<file path="src/rtl/nrisc_fetch_pkg.sv">
// Shared widths, reset constant and the prefetch-queue entry type for the
// nRisc fetch stage.
package nrisc_fetch_pkg;

  localparam int PC_W    = 8;
  localparam int INSTR_W = 8;

  localparam logic [PC_W-1:0] RESET_PC_DEFAULT = 8'h00;

  // One buffered instruction together with the address it was fetched from.
  typedef struct packed {
    logic [INSTR_W-1:0] instr;
    logic [PC_W-1:0]    pc;
  } fetchEntry_t;

endpackage

</file>
<file path="src/rtl/nrisc_fetch_if.sv">
// Bus bundle of the fetch stage: instruction-memory read port plus the
// valid/ready instruction handshake and redirect request from the core.
interface nrisc_fetch_if;
  import nrisc_fetch_pkg::*;

  logic               imem_req;
  logic [PC_W-1:0]    imem_addr;
  logic [INSTR_W-1:0] imem_data;
  logic               redirect;
  logic [PC_W-1:0]    redirect_pc;
  logic [INSTR_W-1:0] instrucao;
  logic [PC_W-1:0]    instr_pc;
  logic               instr_valid;
  logic               instr_ready;

  // Fetch stage side.
  modport master (
    output imem_req, imem_addr, instrucao, instr_pc, instr_valid,
    input  imem_data, redirect, redirect_pc, instr_ready
  );

  // Memory / core side.
  modport slave (
    input  imem_req, imem_addr, instrucao, instr_pc, instr_valid,
    output imem_data, redirect, redirect_pc, instr_ready
  );

endinterface

</file>
<file path="src/rtl/nrisc_fetch_queue.sv">
// Small prefetch FIFO. Entry 0 is always the head, so the head is read
// straight out of a register; slots beyond the occupancy are kept at zero so
// an empty queue presents an all-zero head without extra gating.
module nrisc_fetch_queue
  import nrisc_fetch_pkg::*;
#(
  parameter int DEPTH = 2,
  localparam int IDX_W = $clog2(DEPTH),
  localparam int CNT_W = IDX_W + 1
) (
  input  logic              CLK,
  input  logic              RESET,
  input  logic              flush,
  input  logic              push,
  input  fetchEntry_t       pushEntry,
  input  logic              pop,
  output fetchEntry_t       head,
  output logic              headValid,
  output logic [CNT_W-1:0]  occ
);

  fetchEntry_t      entries [DEPTH];
  logic [CNT_W-1:0] occCount;
  logic [CNT_W-1:0] wrSlot;
  logic [IDX_W-1:0] wrIdx;
  logic             doPop;

  // Write slot: first free entry, one lower when the head shifts out this cycle.
  always_comb begin
    doPop  = pop && (occCount != '0);
    wrSlot = doPop ? occCount - 1'b1 : occCount;
    wrIdx  = wrSlot[IDX_W-1:0];
  end

  // Shift-down FIFO storage with flush; a push in the same cycle overrides the shifted slot.
  // NOTE: the entries are reset and refilled with zero on pop because the
  // empty-queue head must read as zero; a plain FIFO array would not need it.
  always_ff @(posedge CLK) begin
    if (RESET || flush) begin
      occCount <= '0;
      for (int i = 0; i < DEPTH; i++) entries[i] <= '0;
    end else begin
      if (doPop) begin
        for (int i = 0; i < DEPTH - 1; i++) entries[i] <= entries[i+1];
        entries[DEPTH-1] <= '0;
      end
      if (push) entries[wrIdx] <= pushEntry;
      occCount <= occCount + CNT_W'(push) - CNT_W'(doPop);
    end
  end

  assign head      = entries[0];
  assign headValid = (occCount != '0);
  assign occ       = occCount;

endmodule

</file>
<file path="src/rtl/nrisc_fetch.sv">
// nRisc instruction fetch stage: owns the fetch PC, issues one-cycle-latency
// reads to instruction memory, buffers returns in the prefetch queue and
// restarts on core redirects. Requests are credit-limited so the queue can
// never overflow (occupancy + in-flight read never exceeds DEPTH).
module nrisc_fetch
  import nrisc_fetch_pkg::*;
#(
  parameter logic [PC_W-1:0] RESET_PC = RESET_PC_DEFAULT,
  parameter int              DEPTH    = 2
) (
  input  logic          CLK,
  input  logic          RESET,
  nrisc_fetch_if.master bus
);

  localparam int CNT_W = $clog2(DEPTH) + 1;

  logic [PC_W-1:0]  fpc;
  logic [PC_W-1:0]  inflightPc;
  logic             inflight;
  logic             req;
  logic             pop;
  logic             push;
  logic [CNT_W:0]   used;
  logic [CNT_W-1:0] occ;
  logic             headValid;
  fetchEntry_t      head;
  fetchEntry_t      pushEntry;

  // Credit check: a pop this cycle frees a slot, so fetch resumes the same cycle ready returns.
  always_comb begin
    pop       = headValid && bus.instr_ready;
    used      = {1'b0, occ} + (CNT_W+1)'(inflight) - (CNT_W+1)'(pop);
    req       = !RESET && !bus.redirect && (used < (CNT_W+1)'(DEPTH));
    push      = inflight && !bus.redirect;
    pushEntry = '{instr: bus.imem_data, pc: inflightPc};
  end

  // Fetch PC and in-flight read tracking; reset beats redirect, redirect drops the in-flight read.
  // NOTE: state registers use non-blocking assignments so every register
  // samples the pre-edge values of the others.
  always_ff @(posedge CLK) begin
    if (RESET) begin
      fpc        <= RESET_PC;
      inflight   <= 1'b0;
      inflightPc <= '0;
    end else if (bus.redirect) begin
      fpc      <= bus.redirect_pc;
      inflight <= 1'b0;
    end else if (req) begin
      fpc        <= fpc + 1'b1;
      inflight   <= 1'b1;
      inflightPc <= fpc;
    end else begin
      inflight <= 1'b0;
    end
  end

  nrisc_fetch_queue #(.DEPTH(DEPTH)) u_queue (
    .CLK       (CLK),
    .RESET     (RESET),
    .flush     (bus.redirect),
    .push      (push),
    .pushEntry (pushEntry),
    .pop       (pop),
    .head      (head),
    .headValid (headValid),
    .occ       (occ)
  );

  assign bus.imem_req    = req;
  assign bus.imem_addr   = fpc;
  assign bus.instrucao   = head.instr;
  assign bus.instr_pc    = head.pc;
  assign bus.instr_valid = headValid;

endmodule

</file>
<file path="src/flat_wrapper.sv">
// flat-port wrapper written by rule: the top's interface ports become plain ports
module nrisc_fetch_flat import nrisc_fetch_pkg::*;
#(
  parameter logic [PC_W-1:0] RESET_PC = RESET_PC_DEFAULT,
  parameter int              DEPTH    = 2
)
  (CLK, RESET, bus_imem_req, bus_imem_addr, bus_instrucao, bus_instr_pc, bus_instr_valid, bus_imem_data, bus_redirect, bus_redirect_pc, bus_instr_ready);
  nrisc_fetch_if bus_i ();
  input  logic CLK;
  input  logic RESET;
  output wire logic [$bits(bus_i.imem_req)-1:0] bus_imem_req;
  output wire logic [$bits(bus_i.imem_addr)-1:0] bus_imem_addr;
  output wire logic [$bits(bus_i.instrucao)-1:0] bus_instrucao;
  output wire logic [$bits(bus_i.instr_pc)-1:0] bus_instr_pc;
  output wire logic [$bits(bus_i.instr_valid)-1:0] bus_instr_valid;
  input wire logic [$bits(bus_i.imem_data)-1:0] bus_imem_data;
  input wire logic [$bits(bus_i.redirect)-1:0] bus_redirect;
  input wire logic [$bits(bus_i.redirect_pc)-1:0] bus_redirect_pc;
  input wire logic [$bits(bus_i.instr_ready)-1:0] bus_instr_ready;
  assign bus_imem_req = bus_i.imem_req;
  assign bus_imem_addr = bus_i.imem_addr;
  assign bus_instrucao = bus_i.instrucao;
  assign bus_instr_pc = bus_i.instr_pc;
  assign bus_instr_valid = bus_i.instr_valid;
  assign bus_i.imem_data = bus_imem_data;
  assign bus_i.redirect = bus_redirect;
  assign bus_i.redirect_pc = bus_redirect_pc;
  assign bus_i.instr_ready = bus_instr_ready;
  nrisc_fetch #(.RESET_PC(RESET_PC), .DEPTH(DEPTH)) u_core (.CLK(CLK), .RESET(RESET), .bus(bus_i));
endmodule
</file>
<file path="config.mk">
export PLATFORM = sky130hd
export DESIGN_NAME = nrisc_fetch_flat
export DESIGN_NICKNAME = d
export VERILOG_FILES = /design/src/rtl/nrisc_fetch_pkg.sv /design/src/rtl/nrisc_fetch_if.sv /design/src/rtl/nrisc_fetch_queue.sv /design/src/rtl/nrisc_fetch.sv /design/src/flat_wrapper.sv
export SDC_FILE = /design/constraint.sdc
export NUM_CORES = 1
export LEC_CHECK = 0
export ABC_CLOCK_PERIOD_IN_PS = 4400
export BUFFER_PORTS_ARGS = -buffer_cell sky130_fd_sc_hd__buf_2
export CAP_MARGIN = 15
export CORE_MARGIN = 8
export CORE_UTILIZATION = 50
export DETAILED_ROUTE_END_ITERATION = 10
export GPL_TIMING_DRIVEN = 1
export MAX_ROUTING_LAYER = met4
export PLACE_DENSITY = 0.74
export SLEW_MARGIN = 20
export SYNTH_ARGS = -nofsm -noshare
export SYNTH_HDL_FRONTEND = slang
export SYNTH_SLANG_ARGS = --single-unit
</file>
<file path="constraint.sdc">
create_clock -name CLK -period 4.4 [get_ports CLK]
set_input_delay 1.1 -clock CLK [delete_from_list [all_inputs] [get_ports CLK]]
set_output_delay 1.1 -clock CLK [all_outputs]
set_load 0.005 [all_outputs]
</file>
==> impl_metrics.env, run 1 <==
export IMPL_grt_pass1_vias=1689
export IMPL_status="completed"
export IMPL_ys_ff_latch=51
export IMPL_nets=290
export IMPL_post_route_period_util_pct=88.4
export IMPL_core_rowCount=24
export IMPL_overflow=0
export IMPL_rsz0062_at_grt="false"
export IMPL_slew_headroom_pct=30.6
export IMPL_path_class="in -> out"
export IMPL_worstMarginPinSlew_ns=1.03
export IMPL_fin_util_pct=60.4
export IMPL_p_seq_share_pct=58.5
export IMPL_drt_initial_drc_count=148
export IMPL_reg2reg_depth=10
export IMPL_grt_pass1_wl_um=7620
export IMPL_hold_buffers=0
export IMPL_ys_types=44
export IMPL_drive_gt1_share_pct=23.3
export IMPL_p_comb_share_pct=8.4
export IMPL_port_buffers=45
export IMPL_final_seq_area_um2=1340
export IMPL_cts_buffers=5
export IMPL_critPathRequiredTime_ns=3.30
export IMPL_hold_path_class="reg -> reg"
export IMPL_wl_um=4450
export IMPL_synth_edff_count=32
export IMPL_grt_antenna_before_repair=0
export IMPL_setup_viol=0
export IMPL_num_antenna_cells=0
export IMPL_die_x_um=83.5
export IMPL_async_flop_share_pct=0
export IMPL_synthTopCellsByArea="edfxtp_1, dfxtp_1, nand2_1, and2_1, o21ai_0"
export IMPL_syn_nets=247
export IMPL_hold_end="u_core.inflightPc[6]"
export IMPL_internal_power_w=0.000725
export IMPL_max_stage_delay_ns=0.41
export IMPL_switchingPower_w=0.000205
export IMPL_swShare_pct=22.1
export IMPL_synth_common_cells="nand2_1, edfxtp_1, dfxtp_1, o21ai_0, and2_1"
export IMPL_track_usage_pct=13.3
export IMPL_p_leak_nw=1.11
export IMPL_die_area_um2=6980
export IMPL_synth_most_common_cell="nand2_1"
export IMPL_area_delta_synth_final_pct=16.1
export IMPL_power_frac_clock_pct=33.1
export IMPL_clkSinkCount=51
export IMPL_yosys_area_top_type_share_pct=42.1
export IMPL_ant_nets=0
export IMPL_path_clk_slew_ns=0.09
export IMPL_r2r_setup_slack_ns=1.48
export IMPL_period_needed_ns=3.89
export IMPL_slowest_stage="fa_1"
export IMPL_arrival_ns=2.79
export IMPL_synthCells=222
export IMPL_min_delay_path_depth=2
export IMPL_cts_setup_buffers=0
export IMPL_skew_ns=0.00618
export IMPL_cts_tree="yes"
export IMPL_clock_latency_ns=0.30
export IMPL_avgSynthCellArea_um2=10.3
export IMPL_max_cap_violations=0
export IMPL_dp_hpwl_um=3070
export IMPL_multiInputGateArea_um2=855
export IMPL_crit_path_max_fanout=4
export IMPL_vias_per_cell=5.32
export IMPL_cts_root_buf="clkbuf_8"
export IMPL_clockBufferDepth=2
export IMPL_fillers=379
export IMPL_max_freq_mhz=257
export IMPL_crit_path_start_kind="input port"
export IMPL_synth_ff_type="edfxtp_1"
export IMPL_place_congestion=0.807
export IMPL_p_per_area_nw_per_um2=351
export IMPL_path_cells="buf_2 > o21ai_0 > inv_1 > ha_1 > nand2b_1 > fa_1 > xnor2_2 > nand3_2 > inv_2 > buf_2"
export IMPL_ir_drop_v=0.000150
export IMPL_die_y_um=83.5
export IMPL_firstDrtPassIters=4
export IMPL_ios=46
export IMPL_cts_htree_levels=2
export IMPL_drcViolationCount=0
export IMPL_ys_seq_area_share_pct=58.8
export IMPL_synth_top_area_cell="edfxtp_1"
export IMPL_worstReg2RegEnd="u_core.bus.imem_addr[6]"
export IMPL_cpMostUsedCell="buf_2"
export IMPL_num_vias=1692
export IMPL_syn_area_um2=2280
export IMPL_start_util_pct=52.0
export IMPL_post_cts_resized_instances=0
export IMPL_routedWlPerCell_um=14.0
export IMPL_totalNegativeSetupSlack_ns=0
export IMPL_yosys_warnings=0
export IMPL_final_max_slew_viol_count=0
export IMPL_grt_max_degree=34
export IMPL_hold_violations=0
export IMPL_endpoint_kind="output port"
export IMPL_r2r_start="u_core.u_queue.occ[1]"
export IMPL_worstHoldStart="u_core.inflightPc[6]"
export IMPL_coreArea_um2=4380
sequential cells by signal (all words and copies together), names as in the netlist:
name                    count
u_core.u_queue.occ          2
u_core.u_queue.entries     32
u_core.inflight             1
u_core.bus.imem_addr        8
u_core.inflightPc           8
routing by layer:
| metal | global-route usage (%) | share of wire, % |
|---|---|---|
| met2 | 20.3 | 44 |
| met4 | 4.71 | 1.1 |
| met5 | - | 0 |
| met3 | 4.39 | 7.5 |
| met1 | 16.2 | 47 |
layout make-up:
class	count	area share (%)
clock buffer	7	4.06
clock inverter	1	0.189
inverter	7	0.992
multi-input combinational	152	32.3
sequential	51	50.7
tap	52	2.46
timing repair buffer	48	9.36
cell families (layout without fill, tap and decap cells):
| family | count (synthesis) | count (layout) | synth area share, % |
|---|---|---|---|
| AOI/OAI and AO/OA | 48 | 48 | 13.1 |
| xor gates and xnor gates | 3 | 3 | 1.48 |
| adders and majority gates | 5 | 5 | 3.07 |
| buffers and inverters | 19 | 63 | 3.73 |
| DFF | 51 | 51 | 58.8 |
| and+or+nand+nor | 96 | 96 | 19.8 |
through the flow:
stage                     total power (W)  worst slack [ns]  hold slack, ns  instances  cell area (um^2)
final                            0.000930             0.511           0.477        318              2650
after global placement           0.000632             0.535           0.458        310              2530
after floorplan                  0.000598             0.550           0.445        222              2280
after global routing             0.000970             0.390           0.502        318              2650
after CTS                        0.000941             0.506           0.477        318              2650
after detailed placement         0.000634             0.503           0.463        310              2530
worst max-delay path by stage:
stage / from / endpoint
after detailed placement: bus_instr_ready / bus_imem_req
after global placement: bus_instr_ready / bus_imem_req
after CTS: bus_instr_ready / bus_imem_req
after floorplan: bus_instr_ready / bus_imem_req
after global routing: bus_instr_ready / bus_imem_req
final: bus_instr_ready / bus_imem_req
cell usage in the layout (no fill, tap or decap), drive strengths merged, types with 2 or more instances in the layout:
master,count
a211oi,2
a21oi,10
a31oi,2
and2,17
buf,48
clkbuf,7
dfxtp,19
edfxtp,32
ha,4
inv,7
nand2,59
nand2b,2
nand3,3
nor2,4
nor3,4
o21ai,20
o31ai,2
or4,3
xnor2,2
worst max-delay path, delay by kind of cell:
family	cells	cell delay (ns)
simple gates	2	0.26
buf+inv	4	0.43
xor+xnor	1	0.20
compound gates	1	0.12
fa+ha+maj	2	0.69
power by group through the flow:
stage / logic, W / registers [W] / clock network, W
5_1_grt: 0.0000890 / 0.000548 / 0.000333
4_1_cts: 0.0000799 / 0.000544 / 0.000317
3_5_place_dp: 0.0000795 / 0.000555 / 0
6_report: 0.0000784 / 0.000544 / 0.000307
2_1_floorplan: 0.0000434 / 0.000554 / 0
3_3_place_gp: 0.0000777 / 0.000555 / 0
Note: power is estimated with default switching activity, not from simulation.
==> inputs of run 2 (changes only) <==
--- a/config.mk
+++ b/config.mk
@@ -5,7 +5,7 @@
 export SDC_FILE = /design/constraint.sdc
 export NUM_CORES = 1
 export LEC_CHECK = 0
-export ABC_CLOCK_PERIOD_IN_PS = 4400
+export ABC_CLOCK_PERIOD_IN_PS = 3650
 export BUFFER_PORTS_ARGS = -buffer_cell sky130_fd_sc_hd__buf_2
 export CAP_MARGIN = 15
 export CORE_MARGIN = 8
==> constraint.sdc (replaced) <==
create_clock -name CLK -period 3.65 [get_ports CLK]
set_input_delay 0.9125 -clock CLK [delete_from_list [all_inputs] [get_ports CLK]]
set_output_delay 0.9125 -clock CLK [all_outputs]
set_load 0.005 [all_outputs]
==> impl_metrics.env, run 2 (synthesis gave the netlist of run 1 again) <==
export IMPL_status="completed"
export IMPL_endpoint_kind="output port"
export IMPL_wl_um=4460
export IMPL_crit_path_start_kind="input port"
export IMPL_routedWlPerCell_um=13.9
export IMPL_core_rowCount=24
export IMPL_ant_nets=0
export IMPL_cpMostUsedCell="buf_2"
export IMPL_max_cap_violations=0
export IMPL_grt_pass1_wl_um=7370
export IMPL_place_congestion=0.775
export IMPL_nets=292
export IMPL_vias_per_cell=5.33
export IMPL_path_cells="buf_2 > o21ai_0 > inv_1 > ha_1 > nand2b_1 > fa_2 > xnor2_2 > nand3_2 > inv_2 > buf_2"
export IMPL_mostFrequentLayoutCells="nand2_1, buf_2, edfxtp_1, o21ai_0, dfxtp_1"
export IMPL_power_frac_clock_pct=29.7
export IMPL_hold_path_class="reg -> reg"
export IMPL_area_delta_synth_final_pct=15.7
export IMPL_post_dp_cell_area_um2=2540
export IMPL_cts_buffers=5
export IMPL_critPathRequiredTime_ns=2.74
export IMPL_drt_initial_drc_count=163
export IMPL_skew_ns=0.00712
export IMPL_r2r_start="u_core.u_queue.occ[1]"
export IMPL_start_util_pct=52.0
export IMPL_num_vias=1705
export IMPL_clock_latency_ns=0.31
export IMPL_num_antenna_cells=0
export IMPL_setup_viol=0
export IMPL_p_per_area_nw_per_um2=405
export IMPL_min_delay_path_depth=2
export IMPL_cp_num_buf_inv=4
export IMPL_drive_gt1_share_pct=24.3
export IMPL_hold_end="u_core.inflightPc[3]"
export IMPL_clockBufferDepth=2
export IMPL_worstMarginPinSlew_ns=0.705
export IMPL_totalNegativeSetupSlack_ns=0
export IMPL_overflow=0
export IMPL_regMostFlops="u_core.u_queue.entries"
export IMPL_die_area_um2=6980
export IMPL_swShare_pct=23.8
export IMPL_cts_tree="yes"
export IMPL_max_freq_mhz=283
export IMPL_p_seq_share_pct=61.3
export IMPL_port_buffers=45
export IMPL_worstReg2RegEnd="u_core.bus.imem_addr[6]"
export IMPL_r2r_setup_slack_ns=0.72
export IMPL_hold_buffers=0
export IMPL_firstDrtPassIters=4
export IMPL_grt_max_degree=33
export IMPL_switchingPower_w=0.000255
export IMPL_max_stage_delay_ns=0.37
export IMPL_final_max_slew_viol_count=0
export IMPL_ir_drop_v=0.000153
export IMPL_grt_antenna_before_repair=0
export IMPL_post_route_period_util_pct=96.7
export IMPL_layout_commonest_cell="nand2_1"
export IMPL_hold_violations=0
export IMPL_slowest_stage="fa_2"
export IMPL_path_class="in -> out"
export IMPL_track_usage_pct=13.0
export IMPL_reg2reg_depth=10
export IMPL_die_y_um=83.5
export IMPL_drcViolationCount=0
export IMPL_cts_htree_levels=2
export IMPL_fin_area_um2=2640
export IMPL_path_clk_slew_ns=0.09
export IMPL_internal_power_w=0.000814
export IMPL_grt_pass1_vias=1596
export IMPL_dp_hpwl_um=3030
export IMPL_die_x_um=83.5
export IMPL_crit_path_max_fanout=4
export IMPL_ios=46
export IMPL_largest_reg_flops=32
export IMPL_arrival_ns=2.62
export IMPL_period_needed_ns=3.53
export IMPL_coreArea_um2=4380
export IMPL_p_comb_share_pct=8.9
export IMPL_clkSinkCount=51
export IMPL_slew_headroom_pct=53.0
export IMPL_worstHoldStart="u_core.inflightPc[3]"
export IMPL_cp_top_family="adder cells"
export IMPL_p_leak_nw=1.10
export IMPL_cts_root_buf="clkbuf_8"
export IMPL_rsz0062_at_grt="false"
==> run 2: changes by cell type in the layout (fill, tap and decap cells not counted) <==
cell	before	now
buf_4	3	5
clkbuf_16	1	0
clkbuf_8	6	5
clkinvlp_4	0	1
fa_1	1	0
fa_2	0	1
inv_4	0	1
==> run 2: area by class of cell <==
class | count | area (um^2)
Timing Repair Buffer | 50 | 263
Clock buffer | 5 | 68.8
Multi-Input combinational cell | 152 | 857
Tap cell | 52 | 65.1
Sequential cell | 51 | 1340
Inverter | 7 | 26.3
Clock inverter | 3 | 18.8
Fill cell | 374 | 1740
==> run 2: per-stage QoR <==
step	setup WS [ns]	utilization (%)	hold slack, ns	power, W	std cells
floorplan	0.175	-	0.445	0.000721	222
detailed placement	0.0830	58.0	0.460	0.000764	311
CTS	0.0897	60.0	0.473	0.00108	319
global route	0.0122	60.2	0.492	0.00112	320
finish	0.120	60.2	0.471	0.00107	320
global placement	0.153	58.0	0.456	0.000762	311
==> run 2: routing by layer <==
metal  part of all wire [%]  up-vias  track usage [%]  routed length, um
li1                       -      866                -                  -
met1                     50      777             16.6               2220
met2                     42       56             18.2               1890
met3                    6.5        6             4.59                289
met4                    1.4        0             5.49                 63
met5                      0        -                -                  0
==> run 2: worst max path at each step <==
| stage | start | endpoint | slack (ns) | cells past startpoint |
|---|---|---|---|---|
| floorplan | bus_instr_ready | bus_imem_req | 0.17 | 9 |
| global placement | bus_instr_ready | bus_imem_req | 0.15 | 10 |
| detailed placement | bus_instr_ready | bus_imem_req | 0.08 | 10 |
| CTS | bus_instr_ready | bus_imem_req | 0.09 | 10 |
| global route | bus_instr_ready | bus_imem_req | 0.01 | 10 |
| finish | bus_instr_ready | bus_imem_req | 0.12 | 10 |
==> run 2: power by group through the flow <==
stage          combinational (W)  sequential, W  clock [W]
2_1_floorplan          0.0000523       0.000668          0
4_1_cts                0.0000960       0.000656   0.000329
3_5_place_dp           0.0000956       0.000669          0
6_report               0.0000953       0.000656   0.000318
5_1_grt                 0.000108       0.000660   0.000348
3_3_place_gp           0.0000933       0.000668          0
==> run 2: tightest hold or removal path: cells and delay by family, from the launching register on <==
family           cells  cell delay (ns)
AO/OA/AOI/OAI        1             0.05
AND/OR/NAND/NOR      1             0.05
flip-flops           1             0.33
==> run 2: timing repair <==
action / 4_1_cts / 5_1_grt
endpoints found under the setup margin: 0 / 1
setup buffers: 0 / 1
resized for setup: 0 / 1
